`src/rtl/cpu_debug_ctrl_if.sv`:
```
// Monitor-page bus between the CPU-side address decoder/ROM and the debug controller.
interface cpu_debug_ctrl_if;
    logic [7:0] A;
    logic       cs;
    logic       write;
    logic [7:0] Din;
    logic [7:0] rom_q;
    logic [7:0] Dout;

    modport master (output A, cs, write, Din, rom_q, input Dout);
    modport slave  (input A, cs, write, Din, rom_q, output Dout);
endinterface

```
`src/rtl/cpu_debug_ctrl.sv`:
```
// 6502 debug controller: NMI halt request, vector-fetch detect, monitor overlay, shadow regs, stepping.
// Optional hardware breakpoint enabled by defining CPU_DEBUG_BREAKPOINT_EN.
module cpu_debug_ctrl #(
    parameter logic [7:0]  REG_BASE   = 8'hF0,
    parameter int          NMI_PULSE  = 128,
    parameter logic [15:0] VEC_ADDR   = 16'hFFFA,
    parameter int          STEP_INSNS = 1
) (
    input  logic                   clk,
    input  logic                   rst_n,
    cpu_debug_ctrl_if.slave        mon,
    input  logic                   b_step,
    input  logic                   b_runhalt,
    input  logic [15:0]            cpu_addr,
    input  logic                   cpu_rd,
    input  logic                   cpu_sync,
    input  logic                   cpu_valid,
    output logic [7:0]             acc,
    output logic [7:0]             x,
    output logic [7:0]             y,
    output logic [7:0]             sp,
    output logic [7:0]             sr,
    output logic [15:0]            pc,
    output logic                   nmi_n,
    output logic                   overlay,
    output logic                   stopped
);
    typedef enum logic [1:0] {
        S_RUN     = 2'd0,
        S_STOPPED = 2'd1,
        S_ARMED   = 2'd2,
        S_STEP    = 2'd3
    } state_t;

    localparam int            CW       = $clog2(NMI_PULSE);
    localparam logic [CW-1:0] PULSE_M1 = CW'(NMI_PULSE - 1);
`ifdef CPU_DEBUG_BREAKPOINT_EN
    localparam logic [7:0]    WIN_LAST = 8'd11;
`else
    localparam logic [7:0]    WIN_LAST = 8'd8;
`endif

    state_t        state_q, state_d;
    logic          ovl_q, ovl_d;
    logic [7:0]    step_q, step_d;
    logic          nmi_req;
    logic          nmi_n_q;
    logic [CW-1:0] nmi_cnt_q;
    logic [7:0]    regs_q [0:6];
    logic          hit_q;
    logic [7:0]    rdata_q;
    logic [7:0]    rd_data;
    logic          bp_fire;
    logic          bp_hit;

    logic [7:0] off;
    logic       win, wr, cmd_resume, cmd_step, vec_hit, sync_ev;
    assign off        = mon.A - REG_BASE;
    assign win        = (off <= WIN_LAST);
    assign wr         = mon.cs & mon.write;
    assign cmd_resume = wr & (off == 8'd8) & mon.Din[0];
    assign cmd_step   = wr & (off == 8'd8) & mon.Din[1];
    assign vec_hit    = cpu_valid & cpu_rd & (cpu_addr == VEC_ADDR);
    assign sync_ev    = cpu_valid & cpu_sync;

`ifdef CPU_DEBUG_BREAKPOINT_EN
    logic [15:0] bp_q;
    logic        bpen_q, bp_hit_q;
    assign bp_fire = bpen_q & sync_ev & (cpu_addr == bp_q);
    assign bp_hit  = bp_hit_q;

    always_ff @(posedge clk or negedge rst_n) begin
        if (!rst_n) begin
            bp_q     <= '0;
            bpen_q   <= 1'b0;
            bp_hit_q <= 1'b0;
        end else begin
            if (wr && off == 8'd9)  bp_q[7:0]  <= mon.Din;
            if (wr && off == 8'd10) bp_q[15:8] <= mon.Din;
            if (wr && off == 8'd11) begin
                bpen_q   <= mon.Din[0];
                bp_hit_q <= 1'b0;
            end
            // a new hit in the same cycle as a bpctl write stays visible
            if (state_q == S_RUN && bp_fire) bp_hit_q <= 1'b1;
        end
    end
`else
    assign bp_fire = 1'b0;
    assign bp_hit  = 1'b0;
`endif

    always_comb begin
        rd_data = 8'h00;
        case (off)
            8'd0, 8'd1, 8'd2, 8'd3, 8'd4, 8'd5, 8'd6: rd_data = regs_q[off[2:0]];
            8'd7: rd_data = {state_q == S_STOPPED, state_q == S_STEP, bp_hit, 3'b000, state_q};
`ifdef CPU_DEBUG_BREAKPOINT_EN
            8'd9:  rd_data = bp_q[7:0];
            8'd10: rd_data = bp_q[15:8];
            8'd11: rd_data = {7'd0, bpen_q};
`endif
            default: rd_data = 8'h00;
        endcase
    end

    // hit_q resets high with zero data so Dout reads 0 while in reset
    always_ff @(posedge clk or negedge rst_n) begin
        if (!rst_n) begin
            for (int i = 0; i < 7; i++) regs_q[i] <= 8'h00;
            hit_q   <= 1'b1;
            rdata_q <= 8'h00;
        end else begin
            hit_q   <= mon.cs & ~mon.write & win;
            rdata_q <= rd_data;
            if (wr && off < 8'd7) regs_q[off[2:0]] <= mon.Din;
        end
    end

    always_comb begin
        state_d = state_q;
        ovl_d   = ovl_q;
        step_d  = step_q;
        nmi_req = 1'b0;
        case (state_q)
            S_RUN: begin
                if (bp_fire | b_runhalt | b_step) begin
                    nmi_req = 1'b1;
                    state_d = S_ARMED;
                end
            end
            S_ARMED: begin
                if (vec_hit) begin
                    state_d = S_STOPPED;
                    ovl_d   = 1'b1;
                end
            end
            S_STOPPED: begin
                if (cmd_resume)     state_d = S_RUN;
                else if (cmd_step)  state_d = S_STEP;
                else if (b_runhalt) state_d = S_RUN;
                else if (b_step)    state_d = S_STEP;
                if (state_d != S_STOPPED) begin
                    ovl_d  = 1'b0;
                    step_d = 8'd0;
                end
            end
            S_STEP: begin
                // the fetch after STEP_INSNS completed instructions re-halts
                if (sync_ev) begin
                    if (step_q == 8'(STEP_INSNS)) begin
                        nmi_req = 1'b1;
                        state_d = S_ARMED;
                    end else begin
                        step_d = step_q + 8'd1;
                    end
                end
            end
            default: state_d = S_RUN;
        endcase
    end

    always_ff @(posedge clk or negedge rst_n) begin
        if (!rst_n) begin
            state_q   <= S_RUN;
            ovl_q     <= 1'b0;
            step_q    <= 8'd0;
            nmi_n_q   <= 1'b1;
            nmi_cnt_q <= '0;
        end else begin
            state_q <= state_d;
            ovl_q   <= ovl_d;
            step_q  <= step_d;
            if (!nmi_n_q) begin
                if (nmi_cnt_q == '0) nmi_n_q   <= 1'b1;
                else                 nmi_cnt_q <= nmi_cnt_q - 1'b1;
            end else if (nmi_req) begin
                nmi_n_q   <= 1'b0;
                nmi_cnt_q <= PULSE_M1;
            end
        end
    end

    assign mon.Dout = hit_q ? rdata_q : mon.rom_q;
    assign acc      = regs_q[0];
    assign x        = regs_q[1];
    assign y        = regs_q[2];
    assign sp       = regs_q[3];
    assign pc       = {regs_q[5], regs_q[4]};
    assign sr       = regs_q[6];
    assign nmi_n    = nmi_n_q;
    assign overlay  = ovl_q;
    assign stopped  = (state_q == S_STOPPED);
endmodule

```
`src/flat_wrapper.sv`:
```
// flat-port wrapper written by rule: the top's interface ports become plain ports
module cpu_debug_ctrl_flat 
#(
    parameter logic [7:0]  REG_BASE   = 8'hF0,
    parameter int          NMI_PULSE  = 128,
    parameter logic [15:0] VEC_ADDR   = 16'hFFFA,
    parameter int          STEP_INSNS = 1
)
  (clk, rst_n, b_step, b_runhalt, cpu_addr, cpu_rd, cpu_sync, cpu_valid, acc, x, y, sp, sr, pc, nmi_n, overlay, stopped, mon_A, mon_cs, mon_write, mon_Din, mon_rom_q, mon_Dout);
  cpu_debug_ctrl_if mon_i ();
  input  logic clk;
  input  logic rst_n;
  input  logic b_step;
  input  logic b_runhalt;
  input  logic [15:0] cpu_addr;
  input  logic cpu_rd;
  input  logic cpu_sync;
  input  logic cpu_valid;
  output logic [7:0] acc;
  output logic [7:0] x;
  output logic [7:0] y;
  output logic [7:0] sp;
  output logic [7:0] sr;
  output logic [15:0] pc;
  output logic nmi_n;
  output logic overlay;
  output logic stopped;
  input wire logic [$bits(mon_i.A)-1:0] mon_A;
  input wire logic [$bits(mon_i.cs)-1:0] mon_cs;
  input wire logic [$bits(mon_i.write)-1:0] mon_write;
  input wire logic [$bits(mon_i.Din)-1:0] mon_Din;
  input wire logic [$bits(mon_i.rom_q)-1:0] mon_rom_q;
  output wire logic [$bits(mon_i.Dout)-1:0] mon_Dout;
  assign mon_i.A = mon_A;
  assign mon_i.cs = mon_cs;
  assign mon_i.write = mon_write;
  assign mon_i.Din = mon_Din;
  assign mon_i.rom_q = mon_rom_q;
  assign mon_Dout = mon_i.Dout;
  cpu_debug_ctrl #(.REG_BASE(REG_BASE), .NMI_PULSE(NMI_PULSE), .VEC_ADDR(VEC_ADDR), .STEP_INSNS(STEP_INSNS)) u_core (.clk(clk), .rst_n(rst_n), .mon(mon_i), .b_step(b_step), .b_runhalt(b_runhalt), .cpu_addr(cpu_addr), .cpu_rd(cpu_rd), .cpu_sync(cpu_sync), .cpu_valid(cpu_valid), .acc(acc), .x(x), .y(y), .sp(sp), .sr(sr), .pc(pc), .nmi_n(nmi_n), .overlay(overlay), .stopped(stopped));
endmodule
```
`config.mk`:
```
export PLATFORM = sky130hd
export DESIGN_NAME = cpu_debug_ctrl_flat
export DESIGN_NICKNAME = d
export VERILOG_FILES = /design/src/rtl/cpu_debug_ctrl_if.sv /design/src/rtl/cpu_debug_ctrl.sv /design/src/flat_wrapper.sv
export SDC_FILE = /design/constraint.sdc
export NUM_CORES = 1
export LEC_CHECK = 0
export CAP_MARGIN = 5
export CORE_MARGIN = 2
export CORE_UTILIZATION = 49
export DETAILED_ROUTE_END_ITERATION = 8
export GPL_TIMING_DRIVEN = 0
export PLACE_DENSITY_LB_ADDON = 0.2
export SLEW_MARGIN = 40
export SYNTH_ARGS = -nofsm -noshare
export SYNTH_HDL_FRONTEND = slang
export SYNTH_SLANG_ARGS = --single-unit
```
`constraint.sdc`:
```
create_clock -name clk -period 2.3 [get_ports clk]
set_input_delay 0.345 -clock clk [delete_from_list [all_inputs] [get_ports clk]]
set_output_delay 0.345 -clock clk [all_outputs]
set_load 0.01 [all_outputs]
```
==> impl_metrics.csv, run 1 <==
group,metric,value,unit
outcome,run_status,"finished clean",
worst_setup_path,cp-endpoint,"mon_Dout[6]",
worst_hold_path,min_path_type,"in -> reg",
synth,syn-cell-area,4310,um2
floorplan,pin_count,116,
timing,slew_headroom,54.8,%
worst_setup_path,critPathKind,"reg -> out",
cts,path_clk_slew,80,ps
placed_design,post-place-ws,-431,ps
routing,vias,3389,
global_route,grt_use_total,23.7,%
worst_setup_path,worstPathArrival,1900,ps
worst_setup_path,r2r_setup_slack,370,ps
timing,fin_crit,2240,ps
power_and_ir_drop,ir_worst_vdd,0.373,mV
worst_setup_path,r2r-end,"u_core.state_q[1]",
finish,layout.cells.non_filler,597,
routing,drc_errors,0,
timing,slew_violations,0,
power_and_ir_drop,p_per_area,565,nW/um2
worst_setup_path,critPathMaxFanout,8,
finish,post-route-util,67.6,%
timing,tns,0,ps
synth,async_reset_ff_share,100,%
finish,layout.nets,541,
worst_setup_path,worstPathRequired,1960,ps
routing,routedWlPerCell,18.4,um
floorplan,core,8640,um2
timing,whs,448,ps
timing,tightest_slew,675,ps
synth,ys_seq_area_share,48.8,%
placed_design,post_dp_cell_area,5610,um2
synth,ys_seq_elements,84,
cts,clockBufferDepth,2,
worst_setup_path,r2r-start,"u_core.step_q[1]",
power_and_ir_drop,power,3.30,mW
timing,hold_violations,0,
routing,viasPerCell,5.68,
floorplan,die_w,97.8,um
cts,clock_sinks,84,
global_route,grt_antenna_before_repair,0,
cts,cts_tree,"done",
global_route,grt_pass1_vias,3487,
worst_setup_path,critPathSlowestCell,"dfstp_2",
worst_setup_path,rr_worst_depth,6,
floorplan,die-area,9560,um2
finish,area_delta_synth_final,35.4,%
worst_setup_path,path_cells,"mux2_2 > clkdlybuf4s50_1",
synth,synth_nets,415,
global_route,gr-total-overflow,0,
floorplan,dieHeight,97.8,um
worst_setup_path,critPathLaunch,"u_core.hit_q",
finish,design_area,5830,um2
synth,synth_edf_count,0,
worst_setup_path,worst_path_largest_cell_delay,690,ps
synth,ys.flop_type,"dfrtp_1",
global_route,grt_pass1_wl,17800,um
floorplan,num_rows,34,
cts,htreeDepth,3,
synth,syn-instance-count,358,
routing,drtIter0Drc,161,
timing,rsz0062_at_grt,"no",
routing,ant_nets,0,
timing,fin_ws,57.4,ps
timing,fin_crit_sh,97.5,%
worst_setup_path,cp-end-kind,"primary output",
finish,drive_above_1_share,24.1,%
cts,cts-root-buf,"clkbuf_8",
timing,finalSetupViolCount,0,
cts,cts_inserted_buffers,9,
flow_run,cap_violations,0,
power_and_ir_drop,p_leak,2.57,nW
synth,yosysUniqueCellTypes,56,
timing,fmax,0.446,GHz
global_route,grt_max_degree,44,
placed_design,dp_hpwl,7820,um
worst_setup_path,cp-start-kind,"flip-flop",
synth,synth.avg_cell_area,12.0,um2
placed_design,dp.cells,581,
timing,skew,12.8,ps
finish,num_antenna_cells,0,
routing,wl,11000,um
floorplan,initial_core_util,49.9,%
worst_hold_path,worstHoldPathCells,4,
cts,clkLatencyLatePin,360,ps
synth,yosysWarnings,0,
cts,postCtsSetupRepairBufs,0,
routing,drt_pre_antenna_iters,4,
placed_design,place.gp.congestion,0.865,
placed_design,io_buffers,114,
[area by class of cell]
cell class / instances / area (um2)
fill: 678 / 2800
sequential: 84 / 2100
multi-input combinational: 246 / 2100
buffer: 12 / 76.3
clock buffer: 10 / 138
clock inverter: 6 / 47.5
timing repair buffer: 116 / 1170
tap: 108 / 135
inverter: 15 / 56.3
[critical path: cells and delay by family, from the launching register on]
family	cells	cell delay [ps]
flip-flops	1	690
multiplexers	1	370
buffers and inverters	1	490
[cells in the mapped netlist (all sizes together) (5+ instances only)]
cell type,number,share of area [%]
a21oi,11,1.3
o22ai,6,1.0
nand4,6,1.2
clkbuf,5,0.44
mux4,6,3.1
o31ai,6,1.0
mux2i,7,1.6
mux2,70,19
nor2,23,2.1
buf,8,1.3
ha,8,2.3
and2,6,0.87
nand2,17,1.5
nand3,11,1.6
o21ai,17,2.1
dfrtp,82,48
nor3,8,1.2
inv,15,1.3
[where the power goes]
part           total [mW]  switching [mW]  internal, mW
combinational       0.687           0.330         0.357
sequential           1.62          0.0739          1.55
clock               0.991           0.559         0.431
total                3.30           0.963          2.33
[worst min-delay path by stage]
stage / startpoint / to / slack, ps
global placement: u_core.overlay / u_core.overlay / 490
global route: mon_A[2] / u_core.hit_q / 450
CTS: mon_A[2] / u_core.hit_q / 430
finish: mon_A[2] / u_core.hit_q / 450
floorplan: rst_n / u_core.acc[0] / 50
detailed placement: rst_n / u_core.nmi_cnt_q[1] / 290
[cells by family (layout without fill, tap and decap cells)]
| logic type | after synthesis | in the layout | synth area share, % |
|---|---|---|---|
| AO/OA/AOI/OAI | 57 | 57 | 9.09 |
| XOR/XNOR | 3 | 3 | 0.610 |
| adder cells (fa/ha/maj) | 8 | 8 | 2.32 |
| buffers and inverters | 28 | 159 | 3.08 |
| flip-flops | 84 | 84 | 48.8 |
| multiplexers | 83 | 83 | 23.7 |
| AND/OR/NAND/NOR | 95 | 95 | 12.3 |
[cells in the final DEF, fill, tap and decap left out, types with 7 or more instances in the layout]
master           instances
mux2_2                  62
mux2i_1                  7
nor3_1                   7
nor2_1                  22
o21ai_0                  9
mux2_4                   8
a21oi_1                 11
nand3_1                  8
dfrtp_1                 82
ha_1                     8
o21ai_1                  7
inv_1                   15
nand2_1                 17
clkdlybuf4s50_1        113
clkbuf_8                10
[metal layers]
metal,vias to the layer above,GRT usage (%),share of wire [%]
met5,-,0,0
met4,0,9.51,1.8
met3,13,3.58,4.6
met2,95,38.9,50
met1,1716,32.0,44
li1,1565,-,-
[flip-flops by register name (all words and copies together), names as in the netlist]
signal and cells:
u_core.step_q 8, u_core.x 8, u_core.pc 16, u_core.nmi_n 1, u_core.y 8, u_core.sp 8
u_core.state_q 2, u_core.hit_q 1, u_core.rdata_q 8, u_core.sr 8, u_core.overlay 1, u_core.acc 8
u_core.nmi_cnt_q 7
[timing repair]
item | in CTS | in global routing
resized for setup | 1 | 6
hold endpoints to repair | 41 | 0
pin swaps | 0 | 2
cloned | 0 | 0
setup endpoints to repair | 25 | 37
hold buffers | 1 | 0
Note: power is estimated with default switching activity, not from simulation.
==> run 2, diff against run 1 <==
- SETUP_SLACK_MARGIN: not set -> 0.4
==> run 2 against run 1 <==
Against the previous run: global-route usage increased by 0.82 points; clock power about the same; final area rose by 4.1%; non-clock buffer count increased by 14; clock skew shrank 2.5 ps; combinational power is 13% higher; utilization increased by 2.8 points; critical endpoint is now mon_Dout[7].
==> impl_metrics.csv, run 2 (synthesis gave the netlist of run 1 again) <==
group,metric,value,unit
worst_setup_path,critPathMaxFanout,7,
timing,skew,10.3,ps
timing,fin_crit_sh,83.2,%
timing,fmax,0.522,GHz
global_route,grt_antenna_before_repair,0,
floorplan,die-area,9560,um2
worst_setup_path,cp-end-kind,"primary output",
power_and_ir_drop,p_sw_share,30.0,%
placed_design,place.gp.congestion,0.865,
finish,design_area,6070,um2
finish,largest_register_ffs,16,
finish,layout.cells.non_filler,612,
routing,vias,3489,
finish,layout.nets,556,
power_and_ir_drop,pwr-share-comb,22.9,%
finish,final_common_cell,"clkdlybuf4s50_1",
timing,tightest_slew,575,ps
timing,finalSetupViolCount,0,
timing,whs,463,ps
floorplan,core,8640,um2
finish,drive_above_1_share,31.3,%
timing,rsz0062_at_grt,"yes",
flow_run,cap_violations,0,
routing,drc_errors,0,
worst_setup_path,r2r-end,"u_core.state_q[1]",
power_and_ir_drop,p_clk_share,29.2,%
global_route,grt_max_degree,44,
worst_setup_path,cpMostUsedCell,"buf_6",
finish,layout_common_cells,"98 x clkdlybuf4s50_1, 81 x dfrtp_1, 59 x mux2_2",
floorplan,dieHeight,97.8,um
worst_setup_path,r2r_setup_slack,440,ps
placed_design,post-place-ws,-431,ps
worst_setup_path,worstPathArrival,1570,ps
timing,slew_headroom,61.7,%
global_route,gr-total-overflow,0,
routing,drtIter0Drc,209,
power_and_ir_drop,p_per_area,558,nW/um2
floorplan,initial_core_util,49.9,%
worst_setup_path,r2r-start,"u_core.step_q[1]",
power_and_ir_drop,p_leak,2.72,nW
routing,routedWlPerCell,18.8,um
cts,cts_inserted_buffers,9,
timing,hold_violations,0,
power_and_ir_drop,p_int,2.37,mW
cts,clockBufferDepth,2,
outcome,run_status,"finished clean",
power_and_ir_drop,ir_worst_vdd,0.372,mV
routing,viasPerCell,5.70,
placed_design,post_dp_cell_area,5610,um2
worst_hold_path,min_path_type,"in -> async",
worst_setup_path,cp-start-kind,"flip-flop",
cts,cts_tree,"done",
floorplan,pin_count,116,
routing,drt_pre_antenna_iters,4,
power_and_ir_drop,power.share.sequential,47.9,%
routing,wl,11500,um
power_and_ir_drop,power,3.39,mW
cts,path_clk_slew,80,ps
global_route,grt_pass1_wl,18500,um
placed_design,dp.cells,581,
timing,tns,0,ps
timing,fin_ws,385,ps
global_route,grt_pass1_vias,3610,
worst_setup_path,worst_path_largest_cell_delay,540,ps
routing,ant_nets,0,
worst_setup_path,worstPathRequired,1960,ps
global_route,grt_use_total,24.5,%
cts,cts-root-buf,"clkbuf_8",
timing,fin_crit,1910,ps
finish,num_antenna_cells,0,
finish,area_delta_synth_final,40.9,%
worst_setup_path,path_cells,"buf_8 > buf_6 > mux2_2 > buf_6",
worst_setup_path,rr_worst_depth,6,
floorplan,num_rows,34,
floorplan,die_w,97.8,um
power_and_ir_drop,netSwitchingPower,1.02,mW
placed_design,dp_hpwl,7820,um
placed_design,io_buffers,114,
finish,post-route-util,70.3,%
worst_setup_path,critPathSlowestCell,"dfstp_2",
timing,slew_violations,0,
worst_setup_path,critPathKind,"reg -> out",
cts,htreeDepth,3,
cts,clock_sinks,84,
cts,clkLatencyLatePin,360,ps
-- run 2: cell count changes in the layout (fill, tap and decap cells not counted), moves of 3 or more --
cell / delta
buf_6: +8
mux2_2: -3
dlygate4sd2_1: +6
clkdlybuf4s50_1: -15
buf_4: +13
o21ai_2: +3
mux2_4: +3
-- run 2: how the worst max path moves through the flow --
stage,from,end,cells after the start
floorplan,u_core.step_q[1],u_core.state_q[0],6
global placement,rst_n,u_core.acc[5],1
detailed placement,mon_A[0],u_core.pc[10],6
CTS,u_core.hit_q,mon_Dout[6],3
global route,u_core.step_q[1],u_core.state_q[0],6
finish,u_core.hit_q,mon_Dout[7],4
-- run 2: power by group through the flow --
stage               clock network [mW]  logic, mW  registers [mW]
global route                      1.07      0.849            1.64
global placement                     0      0.659            1.65
finish                           0.989      0.778            1.62
floorplan                            0      0.357            1.65
CTS                               1.01      0.740            1.62
detailed placement                   0      0.677            1.65
-- run 2: worst max-delay path: cells and delay by family (launching register included) --
family,cells,cell delay [ps]
multiplexers,1,330
buffers and inverters,3,340
flip-flops,1,540
-- run 2: layout make-up --
cell class / count / area (um2)
fill: 639 / 2560
multi-input combinational: 247 / 2220
clock buffer: 10 / 138
sequential: 84 / 2110
timing repair buffer: 129 / 1250
buffer: 13 / 111
tap: 108 / 135
clock inverter: 6 / 47.5
inverter: 15 / 56.3
-- run 2: metal layers --
metal	wire length, um	global-route usage [%]
met5	0	0
met4	269	9.83
met3	531	4.29
met2	5850	40.6
met1	4860	32.3
-- run 2: repair_timing --
item,4_1_cts,5_1_grt
pin swaps,7,6
endpoints found under the hold margin,41,0
cloned,1,0
setup endpoints to repair,87,41
buffers inserted,11,2
resized for setup,63,23
hold buffers,1,0
==> variant 1 (config.mk and constraints of run 2) <==
Add a define of `CPU_DEBUG_BREAKPOINT_EN`.
--- a/src/rtl/cpu_debug_ctrl.sv
+++ b/src/rtl/cpu_debug_ctrl.sv
@@ -1,5 +1,7 @@
 // 6502 debug controller: NMI halt request, vector-fetch detect, monitor overlay, shadow regs, stepping.
 // Optional hardware breakpoint enabled by defining CPU_DEBUG_BREAKPOINT_EN.
+`define CPU_DEBUG_BREAKPOINT_EN
+
 module cpu_debug_ctrl #(
     parameter logic [7:0]  REG_BASE   = 8'hF0,
     parameter int          NMI_PULSE  = 128,
Function: changed (Yosys sat finds a counterexample within 4 cycles, from zero or initial values and one cycle with rst_n low).
==> variant 1 against run 2 <==
Die area increased by 20%; synthesized cell count increased by 22%; first-iteration DRC count increased by 49%; setup slack got worse by 120 ps; final cell count increased by 18%; sequential cell count increased by 18; clock skew decreased by 0.71 ps; area after synthesis increased by 21%; power increased by 32%; utilization decreased by 0.82 points; design area increased by 18%; count of clock-buffer cells in the layout increased by 1; routed wire length increased by 28%; critical endpoint is now u_core.state_q[1]; largest power group unchanged.
==> variant 1: results (changes against run 2) <==
| Metric | Value |
|---|---|
| # fillers | `752 (was 639)` |
| Buffers excl. clock | `150 (was 142)` |
| Multi-In Gates | `307 (was 247)` |
| Clock skew | `9.628 ps (was 10.34 ps)` |
| Reg2Reg Setup Slack | `280 ps (was 440 ps)` |
| Met3 WL | `1.183 mm (was 531 um)` |
| Clk_lat worst skew | `380 ps (was 360 ps)` |
| CP max stage delay | `560 ps (was 540 ps)` |
| Run status | `complete, no violations (unchanged)` |
| CTS sink cnt | `102 (was 84)` |
| Clock buf count | `11 (was 10)` |
| Global-route wire length before repair | `22.98 mm (was 18.52 mm)` |
| Seq/Total Area, Yosys | `48.86% (was 48.82%)` |
| Data buffer area share | `20.25% (was 22.48%)` |
| Wire length on met1 | `6.195 mm (was 4.861 mm)` |
| CP max FO | `2 (was 7)` |
| Cells after DPL | `686 (was 581)` |
| Worst-path clk slew | `110 ps (was 80 ps)` |
| Rel. slew slack | `63.26% (was 61.66%)` |
| Hold slack | `411.3 ps (was 462.8 ps)` |
| Layout clock area frac | `2.755% (was 3.050%)` |
| Gpl congestion | `0.9144 (was 0.8647)` |
| Family with the most delay on the worst path | `simple AND/OR/NAND/NOR gates (was flip-flops)` |
| Routed vias | `4,304 (was 3,489)` |
| Port bufs | `113 (was 114)` |
| Layout cells sized above 1 | `29.64% (was 31.35%)` |
| Setup bufs post-CTS | `13 (was 11)` |
| Part of the power in combinational logic | `27.6% (was 22.9%)` |
| Leakage | `3.183 nW (was 2.718 nW)` |
| Unique masters post-synth | `58 (was 56)` |
| Initial DRC count | `311 (was 209)` |
| Multi-input gate area | `2750 sq um (was 2225 sq um)` |
| Final Util | `69.49% (was 70.31%)` |
| Seq. pwr | `2.10 mW (was 1.62 mW)` |
| Post-cts sizing count | `69 (was 63)` |
| Fin crit share | `88.42% (was 83.25%)` |
| Avg WL per Cell | `20.33 um (was 18.81 um)` |
| DR pass1 iterations | `8 (was 4)` |
| Slowest CP cell | `or4_1 (was dfstp_2)` |
| Adder-cell share of the synthesized area | `1.914% (was 2.322%)` |
| Total global-route track usage | `26.19% (was 24.54%)` |
| Layout Cells excl Fill | `723 (was 612)` |
| Top cells by count, synth | `dfrtp_1 (100), mux2_2 (75), nor2_1 (24), o21ai_0 (24), nand2_1 (23) (was dfrtp_1 (82), mux2_2 (62), nor2_1 (22))` |
| Int Power | `3.039 mW (was 2.373 mW)` |
| Net Sw Frac | `32.28% (was 30.00%)` |
| Dpl cell area | `6575 sq um (was 5608 sq um)` |
| Largest net degree at the start of global routing | `72 (was 44)` |
| Mux contribution to synthesized area | `23.24% (was 23.74%)` |
| Seq area share | `35.66% (was 34.68%)` |
==> variant 1: cell count changes in the layout (fill, tap and decap cells not counted), sizes merged, moves of 5 or more <==
| cell | change |
|---|---|
| dfrtp | +18 |
| mux2 | +13 |
| xnor2 | +13 |
| o211ai | +7 |
| o21ai | +7 |
| nand2 | +6 |
| a21oi | -5 |
| buf | +5 |
| o22ai | -5 |
==> variant 1: path summary, 6_finish.rpt <==
| check | start | cells after the start | end |
|---|---|---|---|
| setup reg to reg | u_core.bp_q[13] | 5 | u_core.state_q[1] |
| max in group asynchronous | rst_n | 3 | u_core.hit_q |
| hold reg to reg | u_core.overlay | 2 | u_core.overlay |
| setup / recovery | cpu_addr[12] | 6 | u_core.state_q[1] |
| min in group clk | mon_A[3] | 2 | u_core.hit_q |
| hold / removal | rst_n | 2 | u_core.y[2] |
==> variant 1: per-layer routing <==
layer  vias up  global-route usage [%]
met3        22                   7.627
met2       173                   41.59
met4         0                   7.699
li1       1923                       -
met1      2186                   34.99
met5         -                       0
==> variant 2 (config.mk and constraints of run 2) <==
Made on the original files. Register the inputs `b_step`, `b_runhalt`, `cpu_rd`, `cpu_sync` and `cpu_valid` before use, cleared by the reset. The logic sees them one clock later. The other inputs are not delayed to match.
--- a/src/rtl/cpu_debug_ctrl.sv
+++ b/src/rtl/cpu_debug_ctrl.sv
@@ -34,6 +34,28 @@
 
     localparam int            CW       = $clog2(NMI_PULSE);
     localparam logic [CW-1:0] PULSE_M1 = CW'(NMI_PULSE - 1);
+
+    logic b_step_q;
+    logic b_runhalt_q;
+    logic cpu_rd_q;
+    logic cpu_sync_q;
+    logic cpu_valid_q;
+
+    always_ff @(posedge clk or negedge rst_n) begin
+        if (!rst_n) begin
+            b_step_q    <= '0;
+            b_runhalt_q <= '0;
+            cpu_rd_q    <= '0;
+            cpu_sync_q  <= '0;
+            cpu_valid_q <= '0;
+        end else begin
+            b_step_q    <= b_step;
+            b_runhalt_q <= b_runhalt;
+            cpu_rd_q    <= cpu_rd;
+            cpu_sync_q  <= cpu_sync;
+            cpu_valid_q <= cpu_valid;
+        end
+    end
 `ifdef CPU_DEBUG_BREAKPOINT_EN
     localparam logic [7:0]    WIN_LAST = 8'd11;
 `else
@@ -60,8 +82,8 @@
     assign wr         = mon.cs & mon.write;
     assign cmd_resume = wr & (off == 8'd8) & mon.Din[0];
     assign cmd_step   = wr & (off == 8'd8) & mon.Din[1];
-    assign vec_hit    = cpu_valid & cpu_rd & (cpu_addr == VEC_ADDR);
-    assign sync_ev    = cpu_valid & cpu_sync;
+    assign vec_hit    = cpu_valid_q & cpu_rd_q & (cpu_addr == VEC_ADDR);
+    assign sync_ev    = cpu_valid_q & cpu_sync_q;
 
 `ifdef CPU_DEBUG_BREAKPOINT_EN
     logic [15:0] bp_q;
@@ -124,7 +146,7 @@
         nmi_req = 1'b0;
         case (state_q)
             S_RUN: begin
-                if (bp_fire | b_runhalt | b_step) begin
+                if (bp_fire | b_runhalt_q | b_step_q) begin
                     nmi_req = 1'b1;
                     state_d = S_ARMED;
                 end
@@ -138,8 +160,8 @@
             S_STOPPED: begin
                 if (cmd_resume)     state_d = S_RUN;
                 else if (cmd_step)  state_d = S_STEP;
-                else if (b_runhalt) state_d = S_RUN;
-                else if (b_step)    state_d = S_STEP;
+                else if (b_runhalt_q) state_d = S_RUN;
+                else if (b_step_q)    state_d = S_STEP;
                 if (state_d != S_STOPPED) begin
                     ovl_d  = 1'b0;
                     step_d = 8'd0;
Function: changed (Yosys sat finds a counterexample within 4 cycles, from zero or initial values and one cycle with rst_n low).
==> variant 2 against run 2 <==
Power up 5.7%; area after synthesis is 2.5% higher; sequential power rose by 9%; setup slack better by 21 ps; design area increased by 2.4%; routed wire length is 3.8% higher; sequential cell count rose by 5; critical path depth stayed put; critical path type unchanged.
==> variant 2: results (changes against run 2) <==
| Metric | Value |
|---|---|
| Run status | `complete, no violations (unchanged)` |
| Vias in the first global route | `3,686 (was 3,610)` |
| Fin nets | `578 (was 556)` |
| Final wirelength | `11.95 mm (was 11.51 mm)` |
| CP endpoint | `mon_Dout[4] (was mon_Dout[7])` |
| Post-Syn Nets | `440 (was 415)` |
| Achievable Freq | `0.5280 GHz (was 0.5223 GHz)` |
| Clock skew | `5.105 ps (was 10.34 ps)` |
| Initial DRC count | `214 (was 209)` |
| Layout cells sized above 1 | `27.38% (was 31.35%)` |
| Unique masters post-synth | `61 (was 56)` |
| Layout Cells excl Fill | `634 (was 612)` |
| Least-Margin Pin Slew | `731.4 ps (was 575.1 ps)` |
| Reg-to-reg critical path endpoint | `u_core.step_q[5] (was u_core.state_q[1])` |
| Routed vias | `3,680 (was 3,489)` |
| Seq/Total Area, Yosys | `50.47% (was 48.82%)` |
| Global-route wire length before repair | `18.62 mm (was 18.52 mm)` |
| Cells after DPL | `604 (was 581)` |
| Hold slack | `299.5 ps (was 462.8 ps)` |
| Gpl congestion | `0.8798 (was 0.8647)` |
| FF-to-FF Start | `u_core.state_q[1] (was u_core.step_q[1])` |
| Number of flip-flops in the largest register | `16 (unchanged)` |
| Dpl cell area | `5707 sq um (was 5608 sq um)` |
| R2r worst-path depth | `7 (was 6)` |
| N_diodes | `0 (unchanged)` |
| IR drop worst, VDD | `401.2 uV (was 372.1 uV)` |
| Gate Count Post-Synth | `383 (was 358)` |
| Worst hold path type | `primary input to register (was primary input to asynchronous set/reset pin)` |
| Port bufs | `112 (was 114)` |
| DR pass1 iterations | `5 (was 4)` |
| Total global-route track usage | `24.57% (was 24.54%)` |
| Top cells by count, synth | `dfrtp_1 (87), mux2_2 (59), nor2_1 (26) (was dfrtp_1 (82), mux2_2 (62), nor2_1 (22))` |
| Synth top area cells | `dfrtp_1 (49%), mux2_2 (15%), ha_1 (2.3%) (was dfrtp_1 (48%), mux2_2 (16%), mux4_2 (3.1%))` |
## variant 2: layer usage
metal / vias up / track usage [%] / routed length (um)
met2: 141 / 37.89 / 5790
met5: - / 0 / 0
met3: 24 / 5.745 / 941
li1: 1686 / - / -
met4: 0 / 9.800 / 217
met1: 1829 / 33.77 / 4998
## variant 2: how the worst min path moves through the flow
stage	from	endpoint
after floorplan	rst_n	u_core.acc[0]
after global placement	u_core.nmi_cnt_q[5]	u_core.nmi_cnt_q[5]
after detailed placement	rst_n	u_core.rdata_q[2]
after CTS	cpu_rd	u_core.cpu_rd_q
after global routing	mon_cs	u_core.hit_q
final	mon_cs	u_core.hit_q
## variant 2: final cells by class
cell class | count | area, sq um | share of cell area [%]
sequential | 89 | 2232 | 35.89
multi-input combinational | 260 | 2183 | 35.10
timing repair buffer | 127 | 1264 | 20.32
buffer | 18 | 141.4 | 2.273
clock buffer | 10 | 137.6 | 2.213
tap | 108 | 135.1 | 2.173
clock inverter | 6 | 66.31 | 1.066
inverter | 16 | 60.06 | 0.9656
## variant 2: cells by family after synthesis
kind of cell | count (synthesis) | share of synthesized area [%]
buf+inv | 34 | 3.370
compound gates | 66 | 10.08
mux | 78 | 20.42
simple gates | 105 | 12.80
fa+ha+maj | 8 | 2.266
flops | 89 | 50.47
xor+xnor | 3 | 0.5948
## variant 2: worst reg2reg max path: cells and delay by family, from the launching register on
family | cells | cell delay, ps
simple gates | 3 | 550
flops | 1 | 420
fa+ha+maj | 1 | 190
compound gates | 2 | 410
buf+inv | 1 | 220
## variant 2: what timing repair did
action                                  CTS  global route
pin swaps                                 7             3
hold endpoints to repair                 31             0
buffers inserted                         11             2
hold buffers                              1             0
endpoints found under the setup margin   85            40
resized for setup                        73            28
## variant 2: where the power goes
| group | internal (mW) | leakage [nW] | switching, mW |
|---|---|---|---|
| Clock | 0.535 | 0.107 | 0.574 |
| Combinational | 0.369 | 1.53 | 0.344 |
| Sequential | 1.67 | 1.17 | 0.0899 |
| Total | 2.58 | 2.80 | 1.01 |
